<file path="config.mk">
export PLATFORM = sky130hd
export DESIGN_NAME = as5600_i2c_target
export DESIGN_NICKNAME = d
export VERILOG_FILES = /design/src/rtl/as5600_i2c_target.sv
export SDC_FILE = /design/constraint.sdc
export NUM_CORES = 1
export LEC_CHECK = 0
export CAP_MARGIN = 20
export CORE_MARGIN = 5
export CORE_UTILIZATION = 57
export CTS_BUF_LIST = sky130_fd_sc_hd__clkbuf_4 sky130_fd_sc_hd__clkbuf_8 sky130_fd_sc_hd__clkbuf_16
export DETAILED_ROUTE_END_ITERATION = 8
export PLACE_DENSITY_LB_ADDON = 0.08
export SLEW_MARGIN = 20
export SYNTH_ARGS = -nofsm -noshare
export SYNTH_HDL_FRONTEND = slang
export SYNTH_SLANG_ARGS = --single-unit
</file>
<file path="constraint.sdc">
create_clock -name clock -period 2.5 [get_ports clock]
set_clock_uncertainty 0.05 [all_clocks]
set_input_delay 0.25 -clock clock [delete_from_list [all_inputs] [get_ports clock]]
set_output_delay 0.25 -clock clock [all_outputs]
set_load 0.05 [all_outputs]
</file>
<file path="src/rtl/as5600_i2c_target.sv">
// I2C target emulating the AS5600 register read path: angle registers, status byte
// and an auto-incrementing register pointer, all behind a bit-level bus FSM.
module as5600_i2c_target #(
    parameter logic [6:0] DEV_ADDR   = 7'h36,
    parameter logic [7:0] STATUS_VAL = 8'h20
) (
    input  logic        clock,
    input  logic        reset,
    input  logic        scl,
    input  logic        sda_in,
    input  logic [11:0] angle_value,
    output logic        sda_oe,
    output logic        busy,
    output logic        byte_sent,
    output logic [7:0]  reg_ptr
);

    typedef enum logic [3:0] {
        IDLE, ADDR, ADDR_ACK, REG, REG_ACK, WDATA, TX, TX_ACK, WAIT
    } state_t;

    logic scl_s1_q, scl_s2_q, scl_prev_q;
    logic sda_s1_q, sda_s2_q, sda_prev_q;

    state_t      state_q, state_d;
    logic [3:0]  bit_cnt_q, bit_cnt_d;
    logic [7:0]  shift_q, shift_d;
    logic [7:0]  tx_sh_q, tx_sh_d;
    logic        rw_q, rw_d;
    logic        phase_q, phase_d;
    logic        sda_oe_q, sda_oe_d;
    logic        busy_q, busy_d;
    logic        byte_sent_q, byte_sent_d;
    logic [7:0]  reg_ptr_q, reg_ptr_d;
    logic [11:0] snap_q, snap_d;

    logic scl_rise, scl_fall, start_det, stop_det;
    logic [7:0] rd_byte;

    assign scl_rise  = scl_s2_q & ~scl_prev_q;
    assign scl_fall  = ~scl_s2_q & scl_prev_q;
    assign start_det = sda_prev_q & ~sda_s2_q & scl_s2_q & scl_prev_q;
    assign stop_det  = ~sda_prev_q & sda_s2_q & scl_s2_q & scl_prev_q;

    always_comb begin
        case (reg_ptr_q)
            8'h0B:        rd_byte = STATUS_VAL;
            8'h0C, 8'h0E: rd_byte = {4'h0, snap_q[11:8]};
            8'h0D, 8'h0F: rd_byte = snap_q[7:0];
            default:      rd_byte = 8'h00;
        endcase
    end

    // phase_q: in the ACK states it marks "ACK already driven"; in TX it marks
    // "current byte loaded" so the byte after a master ACK loads on the next fall.
    always_comb begin
        state_d     = state_q;
        bit_cnt_d   = bit_cnt_q;
        shift_d     = shift_q;
        tx_sh_d     = tx_sh_q;
        rw_d        = rw_q;
        phase_d     = phase_q;
        sda_oe_d    = sda_oe_q;
        busy_d      = busy_q;
        byte_sent_d = 1'b0;
        reg_ptr_d   = reg_ptr_q;
        snap_d      = snap_q;

        if (start_det) begin
            state_d   = ADDR;
            bit_cnt_d = 4'd0;
            sda_oe_d  = 1'b0;
            busy_d    = 1'b0;
            phase_d   = 1'b0;
        end else if (stop_det) begin
            state_d   = IDLE;
            bit_cnt_d = 4'd0;
            sda_oe_d  = 1'b0;
            busy_d    = 1'b0;
            phase_d   = 1'b0;
        end else begin
            case (state_q)
                ADDR: begin
                    if (scl_rise) begin
                        shift_d   = {shift_q[6:0], sda_s2_q};
                        bit_cnt_d = bit_cnt_q + 4'd1;
                        if (bit_cnt_q == 4'd7) begin
                            bit_cnt_d = 4'd0;
                            if (shift_q[6:0] == DEV_ADDR) begin
                                state_d = ADDR_ACK;
                                rw_d    = sda_s2_q;
                                busy_d  = 1'b1;
                                phase_d = 1'b0;
                                if (sda_s2_q) snap_d = angle_value;
                            end else begin
                                state_d  = WAIT;
                                busy_d   = 1'b0;
                                sda_oe_d = 1'b0;
                            end
                        end
                    end
                end
                ADDR_ACK, REG_ACK: begin
                    if (scl_fall) begin
                        if (!phase_q) begin
                            sda_oe_d = 1'b1;
                            phase_d  = 1'b1;
                        end else begin
                            bit_cnt_d = 4'd0;
                            if (state_q == REG_ACK) begin
                                state_d  = WDATA;
                                sda_oe_d = 1'b0;
                                phase_d  = 1'b0;
                            end else if (rw_q) begin
                                state_d  = TX;
                                tx_sh_d  = rd_byte;
                                sda_oe_d = ~rd_byte[7];
                                phase_d  = 1'b1;
                            end else begin
                                state_d  = REG;
                                sda_oe_d = 1'b0;
                                phase_d  = 1'b0;
                            end
                        end
                    end
                end
                REG, WDATA: begin
                    if (scl_rise) begin
                        shift_d   = {shift_q[6:0], sda_s2_q};
                        bit_cnt_d = bit_cnt_q + 4'd1;
                        if (bit_cnt_q == 4'd7) begin
                            bit_cnt_d = 4'd0;
                            state_d   = REG_ACK;
                            phase_d   = 1'b0;
                            if (state_q == REG) reg_ptr_d = {shift_q[6:0], sda_s2_q};
                            else                reg_ptr_d = reg_ptr_q + 8'd1;
                        end
                    end
                end
                TX: begin
                    if (scl_rise && phase_q) bit_cnt_d = bit_cnt_q + 4'd1;
                    if (scl_fall) begin
                        if (!phase_q) begin
                            tx_sh_d   = rd_byte;
                            sda_oe_d  = ~rd_byte[7];
                            phase_d   = 1'b1;
                            bit_cnt_d = 4'd0;
                        end else if (bit_cnt_q == 4'd8) begin
                            sda_oe_d  = 1'b0;
                            state_d   = TX_ACK;
                            reg_ptr_d = reg_ptr_q + 8'd1;
                            bit_cnt_d = 4'd0;
                        end else begin
                            tx_sh_d  = {tx_sh_q[6:0], 1'b0};
                            sda_oe_d = ~tx_sh_q[6];
                        end
                    end
                end
                TX_ACK: begin
                    if (scl_rise) begin
                        byte_sent_d = 1'b1;
                        if (sda_s2_q) begin
                            state_d = WAIT;
                            busy_d  = 1'b0;
                        end else begin
                            state_d = TX;
                            phase_d = 1'b0;
                        end
                    end
                end
                default: ;
            endcase
        end
    end

    always_ff @(posedge clock) begin
        if (reset) begin
            scl_s1_q    <= 1'b1;
            scl_s2_q    <= 1'b1;
            scl_prev_q  <= 1'b1;
            sda_s1_q    <= 1'b1;
            sda_s2_q    <= 1'b1;
            sda_prev_q  <= 1'b1;
            state_q     <= IDLE;
            bit_cnt_q   <= 4'd0;
            shift_q     <= 8'h00;
            tx_sh_q     <= 8'h00;
            rw_q        <= 1'b0;
            phase_q     <= 1'b0;
            sda_oe_q    <= 1'b0;
            busy_q      <= 1'b0;
            byte_sent_q <= 1'b0;
            reg_ptr_q   <= 8'h00;
            snap_q      <= 12'h000;
        end else begin
            scl_s1_q    <= scl;
            scl_s2_q    <= scl_s1_q;
            scl_prev_q  <= scl_s2_q;
            sda_s1_q    <= sda_in;
            sda_s2_q    <= sda_s1_q;
            sda_prev_q  <= sda_s2_q;
            state_q     <= state_d;
            bit_cnt_q   <= bit_cnt_d;
            shift_q     <= shift_d;
            tx_sh_q     <= tx_sh_d;
            rw_q        <= rw_d;
            phase_q     <= phase_d;
            sda_oe_q    <= sda_oe_d;
            busy_q      <= busy_d;
            byte_sent_q <= byte_sent_d;
            reg_ptr_q   <= reg_ptr_d;
            snap_q      <= snap_d;
        end
    end

    assign sda_oe    = sda_oe_q;
    assign busy      = busy_q;
    assign byte_sent = byte_sent_q;
    assign reg_ptr   = reg_ptr_q;

endmodule

</file>
==> results of run 1 <==
==> per-stage QoR <==
step	hold slack, ns	setup WS (ns)	instances	utilization (%)
5_1_grt	0.388	0.145	458	66.6
6_report	0.369	0.351	458	66.6
2_1_floorplan	0.304	0.522	372	-
3_3_place_gp	0.343	0.440	450	64.2
3_5_place_dp	0.347	0.415	450	64.2
4_1_cts	0.372	0.375	458	66.6
==> state kept, by name (all words and copies together), names as in the netlist, 4 cells and up <==
| name | flops |
|---|---|
| snap_q | 12 |
| reg_ptr | 8 |
| state_q | 4 |
| shift_q | 7 |
| tx_sh_q | 7 |
| bit_cnt_q | 4 |
==> routing by layer <==
metal	GRT usage, %	vias to the layer above
li1	-	1369
met1	32.9	1284
met2	34.1	98
met3	4.77	16
met4	7.19	0
met5	0	-
==> layout make-up <==
class / count / area share (%)
multi-input cells: 284 / 52.6
flip-flops and latches: 53 / 31.2
repair buffers: 31 / 8.76
well taps: 70 / 2.58
clock buffers: 6 / 2.43
inverters: 12 / 1.32
clock inverters: 2 / 1.10
==> cells in the final DEF, fill, tap and decap left out, types with 6 or more instances in the layout <==
cell | Yosys | layout
nand2_1 | 56 | 56
dfxtp_1 | 53 | 53
a21oi_1 | 32 | 32
nor2_1 | 26 | 26
clkdlybuf4s50_1 | 0 | 26
o21ai_0 | 17 | 17
nand3_1 | 15 | 15
inv_1 | 12 | 12
nor3_1 | 10 | 10
mux2i_1 | 9 | 9
or2_2 | 9 | 9
a211oi_1 | 7 | 7
nand2b_1 | 6 | 6
o31ai_1 | 6 | 6
ha_1 | 6 | 6
clkbuf_8 | 0 | 6
==> power by group through the flow <==
stage / logic, mW / registers (mW) / clock network [mW]
final: 0.0670 / 0.853 / 0.620
after global routing: 0.0712 / 0.854 / 0.673
after CTS: 0.0660 / 0.853 / 0.629
after detailed placement: 0.0657 / 0.872 / 0
after global placement: 0.0657 / 0.872 / 0
after floorplan: 0.0347 / 0.869 / 0
==> kinds of logic (layout without fill, tap and decap cells) <==
| kind of cell | count (synthesis) | in the layout |
|---|---|---|
| AO/OA/AOI/OAI | 108 | 108 |
| XOR/XNOR | 2 | 2 |
| adder cells (fa/ha/maj) | 6 | 6 |
| buffers and inverters | 35 | 51 |
| flip-flops | 53 | 53 |
| multiplexers | 9 | 9 |
| AND/OR/NAND/NOR | 159 | 159 |
==> worst paths after layout <==
check,start,to,cells past startpoint
hold reg to reg,scl_s1_q,scl_s2_q,1
setup reg to reg,state_q[2],reg_ptr[0],5
setup / recovery,state_q[2],reg_ptr[0],5
hold / removal,scl_s1_q,scl_s2_q,1
==> synth_stat cells, types with 4 or more instances <==
master	n	area [µm²]
nand2_1	56	210
nor2_1	26	97.6
ha_1	6	75.1
and3_1	4	25.0
o31ai_1	6	45.0
and3b_1	4	35.0
a31oi_1	5	31.3
nor3_1	10	50.1
a311oi_1	4	35.0
mux2i_1	9	90.1
a211oi_1	7	52.6
a22o_1	4	35.0
a21oi_1	32	160
nand2b_1	6	37.5
dfxtp_1	53	1060
nor2b_1	4	25.0
buf_2	10	50.1
inv_1	12	45.0
clkbuf_1	12	45.0
o21ai_0	17	85.1
or2_2	9	56.3
nand3_1	15	75.1
==> impl_metrics.toml, run 1 <==
[run_status]
status = "finished, final reports clean"

[clock_network]
cts.sinks = 53
clkLatencyLatePin_ns = 0.31
post-cts-setup-buffer-count = 0
clock_path_buffers = 2
cts_root_buf = "clkbuf_8"
tritoncts = "yes"
holdBufCountCts = 0
cts_resized = 0
cts.htree.levels = 2
numCtsBuffers = 5
clk_pin_slew_worst_paths_ns = 0.10

[setup_path]
worst-path-buf-inv = 0
required_ns = 2.69
crit_slowest_cell = "dfxtp_1"
max_stage_delay_ns = 0.70
crit_family = "simple AND/OR/NAND/NOR gates"
path_cells = "and2_4 -> nand2_4 -> o32a_4 -> or3_1 -> a31oi_1"
r2r_slack_ns = 0.35
startpoint_type = "flop"
critical_path_class = "reg -> reg"
cp.arrival_ns = 2.33
critPathCaptureType = "flop"
cp_max_fo = 16

[global_route]
grt_remaining_overflow = 0
grt_pass1_vias = 2517
grt_pass1_wl_um = 12100
grt.total_usage_pct = 22.9
grt_max_degree = 44
antenna_found_initial = 0

[final_layout]
nets = 409
fin_area_um2 = 3400
n_fill_cell = 462
num_antenna_cells = 0
seq_area_um2 = 1060
multi_input_area_um2 = 1790
area_delta_synth_final_pct = 13.4
drive_gt1_share_pct = 10.1

[detailed_routing]
first_iter_violations = 273
top_layer = "met4"
met1Wirelength_um = 3460
drt_pre_antenna_iters = 5
routed-wl-met3_um = 494
routed-via-count = 2767
routedWlPerCell_um = 15.8
routed_wl_um = 7250
met2_wirelength_um = 3190
avgViaCountPerCell = 6.04
postRouteAntennaNets = 0
drc = 0

[die]
core_um2 = 5110
core.rowCount = 26
die_h_um = 82.5
start_util_pct = 58.7
io_pins = 27
die_w_um = 82.5
die_area_um2 = 6810

[synth]
syn_area_um2 = 3000
ys_ff_latch = 53
synth_edf_count = 0
synth_nets = 394
synth-seq-area-share_pct = 35.4
synth_warnings = 0
syn_inst = 372
synth_flop_cell = "dfxtp_1"
synth_top_family_by_area = "simple AND/OR/NAND/NOR gates"
post_synth_mux_area_share_pct = 3.01
synth_fa_ha_area_share_pct = 2.50
synthXorXnorAreaFrac_pct = 0.584
synth-simple-area-share_pct = 28.2
ys_types = 70
async_flop_share_pct = 0
synth_compound_area_share_pct = 25.4
postSynthAreaPerCell_um2 = 8.06

[placed_design]
routabilityCongestion = 0.926
placed_cell_area_um2 = 3280
dp_hpwl_um = 5120
port_buffers = 26

[sta]
slew_viol_final = 0
fin_setup_tns_ns = 0
hold_viol = 0
fin_crit_sh_pct = 86.0
fmax_mhz = 465
final-setup-viol-count = 0
tightest_slew_ns = 0.675
fin_crit_ns = 2.15
relSlewSlack_pct = 54.9
grt_setup_unrepaired = "false"

[power_and_ir_drop]
p_leak_nw = 1.14
combPwrFrac_pct = 4.4
p_total_mw = 1.54
ir_drop_mv = 0.415
p_sw_mw = 0.332
p_int_mw = 1.21
powerDensity_nw_per_um2 = 453
sw_frac_of_total_pct = 21.6
clock_power_share_pct = 40.3
seqPwrFrac_pct = 55.4

[worst_hold_path]
worstHoldPathType = "reg -> reg"

[run]
cap_viol_max_count = 0
Power figures use the tool's default switching activity.
==> inputs of run 2 (changes only) <==
Settings changed: CORE_MARGIN 5 to 3, CORE_UTILIZATION 57 to 63, DONT_BUFFER_PORTS set to 1, PLACE_DENSITY set to 0.83, PLACE_DENSITY_LB_ADDON 0.08 to not set.
==> run 2 against run 1 <==
Count of clock-buffer cells in the layout down 1. Sequential share of layout area up 2.3 points. Wire length down 4.7%. Total power down 7.9%.
==> impl_metrics.toml, run 2 (synthesis results as in run 1) <==
[die]
io_pins = 27
die_area_um2 = 5620
die_h_um = 75.0
die_w_um = 75.0
core.rowCount = 24
core_um2 = 4470
start_util_pct = 67.0

[power_and_ir_drop]
p_leak_nw = 1.08
powerDensity_nw_per_um2 = 447
ir_drop_mv = 0.443
p_total_mw = 1.42

[clock_network]
clkLatencyLatePin_ns = 0.31
cts_root_buf = "clkbuf_8"
cts_resized = 0
numCtsBuffers = 5
tritoncts = "yes"
holdBufCountCts = 3
clk_pin_slew_worst_paths_ns = 0.11
post-cts-setup-buffer-count = 0
cts.htree.levels = 2
clock_path_buffers = 2
cts.sinks = 53

[setup_path]
critPathCaptureType = "flop"
cp.arrival_ns = 2.36
path_cells = "or2_1 -> nor3_1 -> and3_1 -> nand2_1 -> a21oi_1"
critical_path_class = "reg -> reg"
required_ns = 2.70
crit_slowest_cell = "dfxtp_1"
cp_max_fo = 21
max_stage_delay_ns = 0.52
worst-path-buf-inv = 0
startpoint_type = "flop"
crit_family = "simple AND/OR/NAND/NOR gates"

[sta]
fmax_mhz = 465
slew_viol_final = 0
final-setup-viol-count = 0
fin_setup_tns_ns = 0
tightest_slew_ns = 0.606
fin_crit_ns = 2.15
relSlewSlack_pct = 59.4
fin_crit_sh_pct = 86.1
holdWs_ns = 0.0105
grt_setup_unrepaired = "false"
hold_viol = 0

[run_status]
status = "finished, final reports clean"

[final_layout]
final_common_cell = "nand2_1"
drive_gt1_share_pct = 12.2
multi_input_area_um2 = 1790
final_util_pct = 70.9
nets = 391
largest_reg_flops = 12
layout_common_cells = "nand2_1, dfxtp_1, a21oi_1, nor2_1, o21ai_0"
n_fill_cell = 349
area_delta_synth_final_pct = 5.76
top_register = "snap_q"
num_antenna_cells = 0
seq_area_um2 = 1060

[detailed_routing]
drt_pre_antenna_iters = 5
routedWlPerCell_um = 16.4
avgViaCountPerCell = 6.40
routed_wl_um = 6910
first_iter_violations = 354
routed-via-count = 2700
drc = 0
postRouteAntennaNets = 0

[global_route]
grt_max_degree = 43
antenna_found_initial = 0
grt_pass1_wl_um = 11500
grt.total_usage_pct = 26.0
grt_pass1_vias = 2438
grt_remaining_overflow = 0

[worst_hold_path]
worstHoldPathType = "in -> reg"

[placed_design]
routabilityCongestion = 0.948
dp_hpwl_um = 4760
port_buffers = 0

[run]
cap_viol_max_count = 0
## run 2: cell count changes in the layout (fill, tap and decap cells not counted), sizes merged
cell / previous run / this run
buf: 5 / 11
clkinvlp: 1 / 2
dlygate4sd3: 0 / 2
clkbuf: 6 / 5
clkdlybuf4s50: 26 / 0
inv: 12 / 13
bufinv: 1 / 0
## run 2: metal layers
metal  wire, µm  track usage (%)
met1       3140             37.2
met2       3230             39.7
met3        398             4.67
met4        142             8.30
met5          0                0
## run 2: where the power goes
part           switching, mW  internal, mW
sequential           0.00654         0.848
combinational         0.0259        0.0170
clock                  0.316         0.205
total                  0.349          1.07
## run 2: worst reg2reg max path: cells and delay by family, from the launching register on
kind            cells  cell delay, ns
simple gates        4            1.37
compound gates      1            0.15
flops               1            0.52
## run 2: final timing paths
kind	depth (start not counted)	slack (ns)	start	end
worst max-delay path	5	0.35	state_q[1]	snap_q[2]
worst min-delay path	2	0.01	angle_value[7]	snap_q[7]
worst max register to register	5	0.35	state_q[1]	snap_q[2]
worst min register to register	1	0.37	scl_s1_q	scl_s2_q
## run 2: metrics by stage
stage               area (µm²)  worst slack [ns]  std cells
finish                    3170             0.348        422
global route              3170             0.151        422
CTS                       3170             0.361        422
detailed placement        3040             0.392        411
global placement          3040             0.418        411
floorplan                 3000             0.522        372
## run 2: cell type report
type | count | share of cell area, %
multi-input combinational | 284 | 56.4
sequential | 53 | 33.5
timing repair buffer | 13 | 3.63
clock buffer | 5 | 2.17
tap | 52 | 2.05
inverter | 12 | 1.42
clock inverter | 3 | 0.829
